**src/rtl/clk_ctrl_pkg.sv**
```systemverilog
// Shared encodings for the CPU clock-enable controller: FSM state codes,
// stop-cause bit positions and the state-to-CE decode.
package clk_ctrl_pkg;

  localparam logic [1:0] ST_HALT    = 2'b00;
  localparam logic [1:0] ST_RUN     = 2'b01;
  localparam logic [1:0] ST_STEP    = 2'b10;
  localparam logic [1:0] ST_STOPPED = 2'b11;

  localparam int CAUSE_HALT_BIT = 0;
  localparam int CAUSE_BRK_BIT  = 1;

  // The processor is clocked only while running freely or taking a single step.
  function automatic logic ce_for_state(input logic [1:0] st);
    return (st == ST_RUN) || (st == ST_STEP);
  endfunction

endpackage

```
**src/rtl/step_sync_debounce.sv**
```systemverilog
// Step-button front end: 2-FF synchroniser, optional debounce filter
// (enabled by macro STEP_DEBOUNCE_EN) and rising-edge detector.
module step_sync_debounce #(
  parameter int DEBOUNCE_CYCLES = 4
) (
  input  logic clk,
  input  logic rst_n,
  input  logic btn,
  output logic step_pulse
);

  logic sync1;
  logic sync2;
  logic level;
  logic level_q;

  // NOTE: sequential state uses non-blocking assignments so every flop samples
  // pre-edge values; blocking here would collapse the two sync stages into one.
  always_ff @(posedge clk or negedge rst_n) begin
    if (!rst_n) begin
      sync1 <= 1'b0;
      sync2 <= 1'b0;
    end else begin
      sync1 <= btn;
      sync2 <= sync1;
    end
  end

`ifdef STEP_DEBOUNCE_EN
  localparam int DB_W = $clog2(DEBOUNCE_CYCLES + 1);

  logic [DB_W-1:0] db_cnt;
  logic            filt;

  // The filtered level follows sync2 only after it has disagreed for
  // DEBOUNCE_CYCLES consecutive samples; any agreement restarts the count.
  always_ff @(posedge clk or negedge rst_n) begin
    if (!rst_n) begin
      db_cnt <= '0;
      filt   <= 1'b0;
    end else if (sync2 == filt) begin
      db_cnt <= '0;
    end else if (db_cnt == DB_W'(DEBOUNCE_CYCLES - 1)) begin
      db_cnt <= '0;
      filt   <= sync2;
    end else begin
      db_cnt <= db_cnt + DB_W'(1);
    end
  end

  assign level = filt;
`else
  assign level = sync2;
`endif

  always_ff @(posedge clk or negedge rst_n) begin
    if (!rst_n) level_q <= 1'b0;
    else        level_q <= level;
  end

  assign step_pulse = level & ~level_q;

endmodule

```
**src/rtl/cpu_clock_gate_ctrl.sv**
```systemverilog
// Processor clock-enable controller: RUN/HALT/STEP/STOPPED FSM, registered
// CPU_CE, cycle counter and cycle breakpoint. Optional macro: STEP_DEBOUNCE_EN.
module cpu_clock_gate_ctrl
  import clk_ctrl_pkg::*;
#(
  parameter int CNT_W           = 16,
  parameter int DEBOUNCE_CYCLES = 4
) (
  input  logic             CLK,
  input  logic             RST_N,
  input  logic             RUN_REQ,
  input  logic             STEP_BTN,
  input  logic             CPU_HALT,
  input  logic             BRK_EN,
  input  logic [CNT_W-1:0] BRK_CYCLE,
  output logic             CPU_CE,
  output logic [CNT_W-1:0] CYCLE_CNT,
  output logic [1:0]       STATE,
  output logic [1:0]       STOP_CAUSE
);

  logic             step_pulse;
  logic [CNT_W-1:0] cnt_inc;
  logic             brk_hit;
  logic             stop_req;
  logic [1:0]       next_state;
  logic [1:0]       next_cause;

  step_sync_debounce #(
    .DEBOUNCE_CYCLES(DEBOUNCE_CYCLES)
  ) u_step (
    .clk       (CLK),
    .rst_n     (RST_N),
    .btn       (STEP_BTN),
    .step_pulse(step_pulse)
  );

  // Compare against the value the counter is about to take, so the count
  // freezes exactly on BRK_CYCLE and never matches on an idle counter.
  assign cnt_inc  = CYCLE_CNT + 1'b1;
  assign brk_hit  = BRK_EN & CPU_CE & (cnt_inc == BRK_CYCLE);
  assign stop_req = CPU_HALT | brk_hit;

  always_comb begin
    // NOTE: defaults first so every path assigns both outputs; no latches.
    next_state = STATE;
    next_cause = STOP_CAUSE;
    case (STATE)
      ST_HALT: begin
        if (RUN_REQ)         next_state = ST_RUN;
        else if (step_pulse) next_state = ST_STEP;
      end
      ST_RUN, ST_STEP: begin
        if (stop_req) begin
          next_state                 = ST_STOPPED;
          next_cause[CAUSE_HALT_BIT] = CPU_HALT;
          next_cause[CAUSE_BRK_BIT]  = brk_hit;
        end else if (STATE == ST_STEP || !RUN_REQ) begin
          next_state = ST_HALT;
        end
      end
      default: begin
        // Stopped: a still-high RUN_REQ must be dropped before running again.
        if (!RUN_REQ) begin
          next_state = ST_HALT;
          next_cause = '0;
        end else if (step_pulse) begin
          next_state = ST_STEP;
          next_cause = '0;
        end
      end
    endcase
  end

  // NOTE: only control/status flops here, all with async reset; reset must
  // kill CE immediately, without waiting for a clock edge.
  always_ff @(posedge CLK or negedge RST_N) begin
    if (!RST_N) begin
      STATE      <= ST_HALT;
      CPU_CE     <= 1'b0;
      STOP_CAUSE <= '0;
      CYCLE_CNT  <= '0;
    end else begin
      STATE      <= next_state;
      CPU_CE     <= ce_for_state(next_state);
      STOP_CAUSE <= next_cause;
      if (CPU_CE) CYCLE_CNT <= cnt_inc;
    end
  end

endmodule

```
**config.mk**
```make
export PLATFORM = sky130hd
export DESIGN_NAME = cpu_clock_gate_ctrl
export DESIGN_NICKNAME = d
export VERILOG_FILES = /design/src/rtl/clk_ctrl_pkg.sv /design/src/rtl/step_sync_debounce.sv /design/src/rtl/cpu_clock_gate_ctrl.sv
export SDC_FILE = /design/constraint.sdc
export NUM_CORES = 1
export LEC_CHECK = 0
export CORE_MARGIN = 2
export CORE_UTILIZATION = 30
export CTS_BUF_LIST = sky130_fd_sc_hd__clkbuf_4
export DETAILED_ROUTE_END_ITERATION = 8
export DONT_BUFFER_PORTS = 1
export PLACE_DENSITY = 0.56
export REMOVE_ABC_BUFFERS = 1
export SKIP_LAST_GASP = 1
export SYNTH_ARGS = -nofsm -noshare
export SYNTH_HDL_FRONTEND = slang
export SYNTH_SLANG_ARGS = --single-unit
```
**constraint.sdc**
```tcl
create_clock -name CLK -period 3.15 [get_ports CLK]
set_clock_uncertainty 0.15 [all_clocks]
set_input_delay 0.63 -clock CLK [delete_from_list [all_inputs] [get_ports CLK]]
set_output_delay 0.63 -clock CLK [all_outputs]
set_load 0.01 [all_outputs]
```
==> qor.yml, run 1 <==
status: "finished, final reports clean"
endpoint_kind: "flip-flop"
avgSynthCellArea_um2: 8.746
wl_mm: 4.250
synthFlopType: "dfrtp_1"
cap_violations: 0
clock_latency_ps: 320
grt_start_max_net_pins: 25
rsz0062_at_grt: "false"
yosys.area.top_type: "dfrtp_1"
leakagePower_nw: 0.7664
clkSinkCount: 24
hold_viol_final: 0
die_h_um: 81.50
rows: 28
cts_hold_buf: 2
min_path_type: "in -> reg"
finalInstanceArea_mm2: 0.001952
first_iter_violations: 69
ys_seq_area_share_pct: 33.33
grt_pass1_vias: 1330
synthToLayoutAreaGrowth_pct: 8.333
grt_overflow: 0
fin_crit_ps: 2826
n_antenna_cell: 0
worst_pin_slew_ps: 489.8
port_buffers: 0
cts_tree: "yes"
synth_top_area_share_pct: 33.33
grt_first_pass_wirelength_mm: 6.672
synth_area_mm2: 0.001802
postRouteAntennaNets: 0
p_per_area_mw_per_mm2: 681.7
placed_area_mm2: 0.001896
ios: 43
setup_viol: 0
synthCells: 206
yosysUniqueCellTypes: 49
core_area_mm2: 0.005851
finalPower_mw: 1.331
drc_errors: 0
async_flop_share_pct: 100.0
die_w_um: 81.50
path_clk_slew_ps: 140
pre_cts_ws_ps: 344.2
slew_headroom_pct: 67.09
clockBufferDepth: 2
cts_resized: 0
initial_core_util_pct: 30.80
cp_max_fo: 8
synth_edf_count: 0
instances_no_fill: 280
dr.pass1.iters: 4
drive_gt1_share_pct: 10.73
yosys_warnings: 0
wire_per_inst_um: 15.18
fin_crit_sh_pct: 89.73
grt_util_all_layers_pct: 13.23
worstPathArrival_ps: 2910
num_vias: 1462
root_buffer: "clkbuf_4"
max_freq_ghz: 0.3538
yosys-top-cells-count: "24 x dfrtp_1, 24 x xnor2_1, 21 x nand2_1"
vdd_ir_drop_max_mv: 0.2874
dp.cells: 274
maxSlewViolCount: 0
cts_setup_buffers: 0
start_kind: "flip-flop"
tns_ps: 0
dieArea_mm2: 0.006641
synth_area_leaders: "dfrtp_1 33%, xnor2_1 12%, xor2_1 4.9%, nand2_1 4.4%, nor2_1 2.9%"
cts_buffers: 3
antenna_found_initial: 0
final_nets: 232
ys_ff_latch: 24
setup_ws_ps: 323.5
filler_cell_count: 605
dpl.hpwl_mm: 3.292
cp_data_required_time_ps: 3230
htreeDepth: 1
vias_per_cell: 5.221
gp_congestion: 0.8289
crit_type: "reg -> reg"
## sequential cells by signal, summed over array words and instances (netlist names)
signal          count
u_step.level        1
STATE               2
u_step.level_q      1
CYCLE_CNT          16
u_step.sync1        1
CPU_CE              1
STOP_CAUSE          2
## where the power goes
group          switching (mW)  leakage [nW]  internal [mW]
sequential             0.0872         0.311          0.378
clock                  0.0971        0.0154         0.0465
combinational           0.414         0.440          0.308
total                   0.599         0.766          0.732
## final timing paths
check,from,to,slack [ps],depth (start not counted)
setup / recovery,CYCLE_CNT[1],STOP_CAUSE[0],320,8
hold / removal,STEP_BTN,u_step.sync1,170,0
setup reg to reg,CYCLE_CNT[1],STOP_CAUSE[0],320,8
hold reg to reg,u_step.sync1,u_step.level,220,0
max in group asynchronous,RST_N,CYCLE_CNT[15],2120,2
min in group asynchronous,RST_N,CYCLE_CNT[3],570,2
## stage by stage
stage / util (%) / hold slack (ps)
floorplan: - / 181.2
global placement: 32.40 / 185.3
detailed placement: 32.40 / 185.4
CTS: 33.36 / 159.1
global route: 33.36 / 145.6
finish: 33.36 / 173.0
## kinds of logic (layout without fill, tap and decap cells)
group	Yosys count	count (layout)	synth area share (%)
mux	5	5	2.847
xor+xnor	34	34	16.53
simple gates	73	73	22.64
flops	24	24	33.33
compound gates	42	42	16.67
buf+inv	24	23	5.208
fa+ha+maj	4	4	2.778
## worst max-delay path: stages (launching register included)
cell	delay [ps]
dfrtp_1	510
ha_1	340
or4b_1	540
o2bb2ai_1	130
o221ai_1	130
nor4_1	330
o2111a_2	310
o22ai_1	80
a22o_1	230
## area by class of cell
type / instances / area [um^2] / area share [%]
tap: 75 / 93.84 / 4.808
clock buffer: 3 / 22.52 / 1.154
clock inverter: 1 / 3.754 / 0.1923
inverter: 9 / 33.78 / 1.731
timing repair buffer: 10 / 90.09 / 4.615
multi-input combinational: 158 / 1107 / 56.73
sequential: 24 / 600.6 / 30.77
## layout by cell type, fill, tap and decap left out, drive strengths merged, types with 4 or more instances in the layout
cell	netlist	layout
dfrtp	24	24
xnor2	24	24
nand2	21	21
nor2	14	14
a21oi	10	10
xor2	10	10
inv	9	9
buf	4	9
nand4	8	8
nor3	6	6
nand2b	5	5
o211ai	5	5
mux2i	4	4
o21ai	4	4
ha	4	4
nand3	4	4
## layer usage
layer | GRT usage [%] | vias up | wire, um
met5 | 0 | - | 0
met4 | 2.881 | 0 | 24
met3 | 4.725 | 2 | 294
met2 | 20.90 | 33 | 1932
met1 | 17.37 | 701 | 1998
li1 | - | 726 | -
Note: power is estimated with default switching activity, not from simulation.
==> run 2, diff against run 1 <==
--- a/config.mk
+++ b/config.mk
@@ -6,11 +6,11 @@
 export NUM_CORES = 1
 export LEC_CHECK = 0
 export CORE_MARGIN = 2
-export CORE_UTILIZATION = 30
+export CORE_UTILIZATION = 28
 export CTS_BUF_LIST = sky130_fd_sc_hd__clkbuf_4
 export DETAILED_ROUTE_END_ITERATION = 8
 export DONT_BUFFER_PORTS = 1
-export PLACE_DENSITY = 0.56
+export PLACE_DENSITY = 0.53
 export REMOVE_ABC_BUFFERS = 1
 export SKIP_LAST_GASP = 1
 export SYNTH_ARGS = -nofsm -noshare
==> run 2 against run 1 <==
Effect of this change: setup slack improved by 70 ps; flip-flop and latch count did not move; first-iteration DRC count fell by 13%; core utilization fell by 2.0 points; design area rose by 0.90%; fmax rose by 2.5%; global-route usage fell by 0.75 points; critical path type unchanged; largest power group unchanged.
==> qor.yml, run 2 (synthesis results as in run 1) <==
crit_type: "reg -> reg"  # unchanged
hold_viol_final: 0  # unchanged
hp-start: "STEP_BTN"  # unchanged
clock_latency_ps: 330  # was 320 ps
dieArea_mm2: 0.007092  # was 0.006641 mm^2
whs_ps: 180.4  # was 173.0 ps
cp_max_fo: 8  # unchanged
fin_crit_ps: 2757  # was 2826 ps
r2r-end: "STOP_CAUSE[0]"  # unchanged
filler_cell_count: 656  # was 605
dpl.hpwl_mm: 3.422  # was 3.292 mm
initial_core_util_pct: 28.70  # was 30.80%
min_path_type: "in -> reg"  # unchanged
endpoint_kind: "flip-flop"  # unchanged
num_vias: 1464  # was 1462
max_freq_ghz: 0.3627  # was 0.3538 GHz
grt_start_max_net_pins: 25  # unchanged
wire_per_inst_um: 15.31  # was 15.18 um
clockBufferDepth: 2  # unchanged
reg2regPathDepth: 8  # unchanged
r2r-start: "CYCLE_CNT[1]"  # unchanged
worstPathArrival_ps: 2850  # was 2910 ps
cts_buffers: 3  # unchanged
port_buffers: 0  # unchanged
first_iter_violations: 60  # was 69
finalPower_mw: 1.342  # was 1.331 mW
largest-register: "CYCLE_CNT"  # unchanged
p_per_area_mw_per_mm2: 681.6  # was 681.7 mW/mm^2
gp_congestion: 0.7789  # was 0.8289
vias_per_cell: 5.155  # was 5.221
antenna_found_initial: 0  # unchanged
grt_first_pass_wirelength_mm: 7.134  # was 6.672 mm
vdd_ir_drop_max_mv: 0.3166  # was 0.2874 mV
drc_errors: 0  # unchanged
slew_headroom_pct: 69.68  # was 67.09%
regToRegSetupSlack_ps: 390  # was 320 ps
hold_path_depth: 0  # unchanged
grt_overflow: 0  # unchanged
cts_resized: 0  # unchanged
maxSlewViolCount: 0  # unchanged
status: "finished, final reports clean"  # unchanged
core_area_mm2: 0.006277  # was 0.005851 mm^2
fin_crit_sh_pct: 87.52  # was 89.73%
wl_mm: 4.348  # was 4.250 mm
multiInputGateArea_mm2: 0.001107  # unchanged
final_nets: 234  # was 232
leakagePower_nw: 0.7774  # was 0.7664 nW
grt_pass1_vias: 1406  # was 1330
drive_gt1_share_pct: 11.59  # was 10.73%
setup_viol: 0  # unchanged
synthToLayoutAreaGrowth_pct: 9.306  # was 8.333%
layout_common_cells: "24 x dfrtp_1, 24 x xnor2_1, 21 x nand2_1, 14 x nor2_1"  # unchanged
clkSinkCount: 24  # unchanged
largest_register_ffs: 16  # unchanged
htreeDepth: 1  # unchanged
path_clk_slew_ps: 150  # was 140 ps
postRouteAntennaNets: 0  # unchanged
dr.pass1.iters: 4  # unchanged
die_w_um: 84.22  # was 81.50 um
holdPathEnd: "u_step.sync1"  # unchanged
grt_util_all_layers_pct: 12.47  # was 13.23%
cts_tree: "yes"  # unchanged
regArea_um2: 600.6  # unchanged
tns_ps: 0  # unchanged
cap_violations: 0  # unchanged
n_antenna_cell: 0  # unchanged
rows: 29  # was 28
cp_data_required_time_ps: 3240  # was 3230 ps
rsz0062_at_grt: "false"  # unchanged
start_kind: "flip-flop"  # unchanged
largestRegisters: "CYCLE_CNT (16), STATE (2), STOP_CAUSE (2)"  # unchanged
die_h_um: 84.22  # was 81.50 um
ios: 43  # unchanged
worst_pin_slew_ps: 451.3  # was 489.8 ps
root_buffer: "clkbuf_4"  # unchanged
fin_util_pct: 31.37  # was 33.36%
-- run 2: cell count changes in the layout (fill, tap and decap cells not counted) --
cell,change
buf_4,+2
-- run 2: what timing repair did --
item	in CTS	in global routing
hold endpoints to repair	24	0
hold buffers	2	0
setup buffers	0	0
-- run 2: power breakdown --
part / leakage [nW] / internal [mW] / total (mW) / switching [mW]
combinational: 0.451 / 0.309 / 0.730 / 0.422
clock: 0.0154 / 0.0464 / 0.146 / 0.0992
sequential: 0.311 / 0.378 / 0.466 / 0.0881
total: 0.777 / 0.733 / 1.34 / 0.609
-- run 2: worst max path at each step --
stage | endpoint | slack (ps) | startpoint
6_report | STOP_CAUSE[0] | 390 | CYCLE_CNT[1]
2_1_floorplan | STOP_CAUSE[0] | 530 | CYCLE_CNT[0]
3_3_place_gp | CPU_CE | 420 | CYCLE_CNT[1]
4_1_cts | STOP_CAUSE[0] | 370 | CYCLE_CNT[1]
3_5_place_dp | STOP_CAUSE[0] | 380 | BRK_CYCLE[6]
5_1_grt | CPU_CE | 220 | CYCLE_CNT[1]
-- run 2: routing by layer --
layer	vias up	share of wire (%)	track usage, %
met1	696	48	16.93
met5	-	0	0
li1	729	-	-
met2	37	45	20.06
met3	2	6.5	3.638
met4	0	0.53	2.199
-- run 2: critical path: stages (launching register included) --
cell       delay (ps)
dfrtp_1           510
ha_1              330
or4b_1            540
o2bb2ai_1         140
o221ai_1          130
nor4_1            280
o2111a_2          290
o22ai_1            80
a22o_1            220
-- run 2: cell type report --
cell class                      instances  area share (%)
Clock buffer                            3           1.144
Clock inverter                          1          0.1906
Inverter                                9           1.715
Multi-Input combinational cell        158           56.23
Sequential cell                        24           30.50
Tap cell                               77           4.892
Timing Repair Buffer                   12           5.337
-- run 2: stage by stage --
| step | cell area (um^2) | worst slack, ps | std cells |
|---|---|---|---|
| 3_3_place_gp | 1913 | 418.4 | 278 |
| 4_1_cts | 1969 | 373.5 | 284 |
| 2_1_floorplan | 1742 | 526.7 | 191 |
| 5_1_grt | 1969 | 223.3 | 284 |
| 6_report | 1969 | 393.1 | 284 |
| 3_5_place_dp | 1913 | 378.8 | 278 |
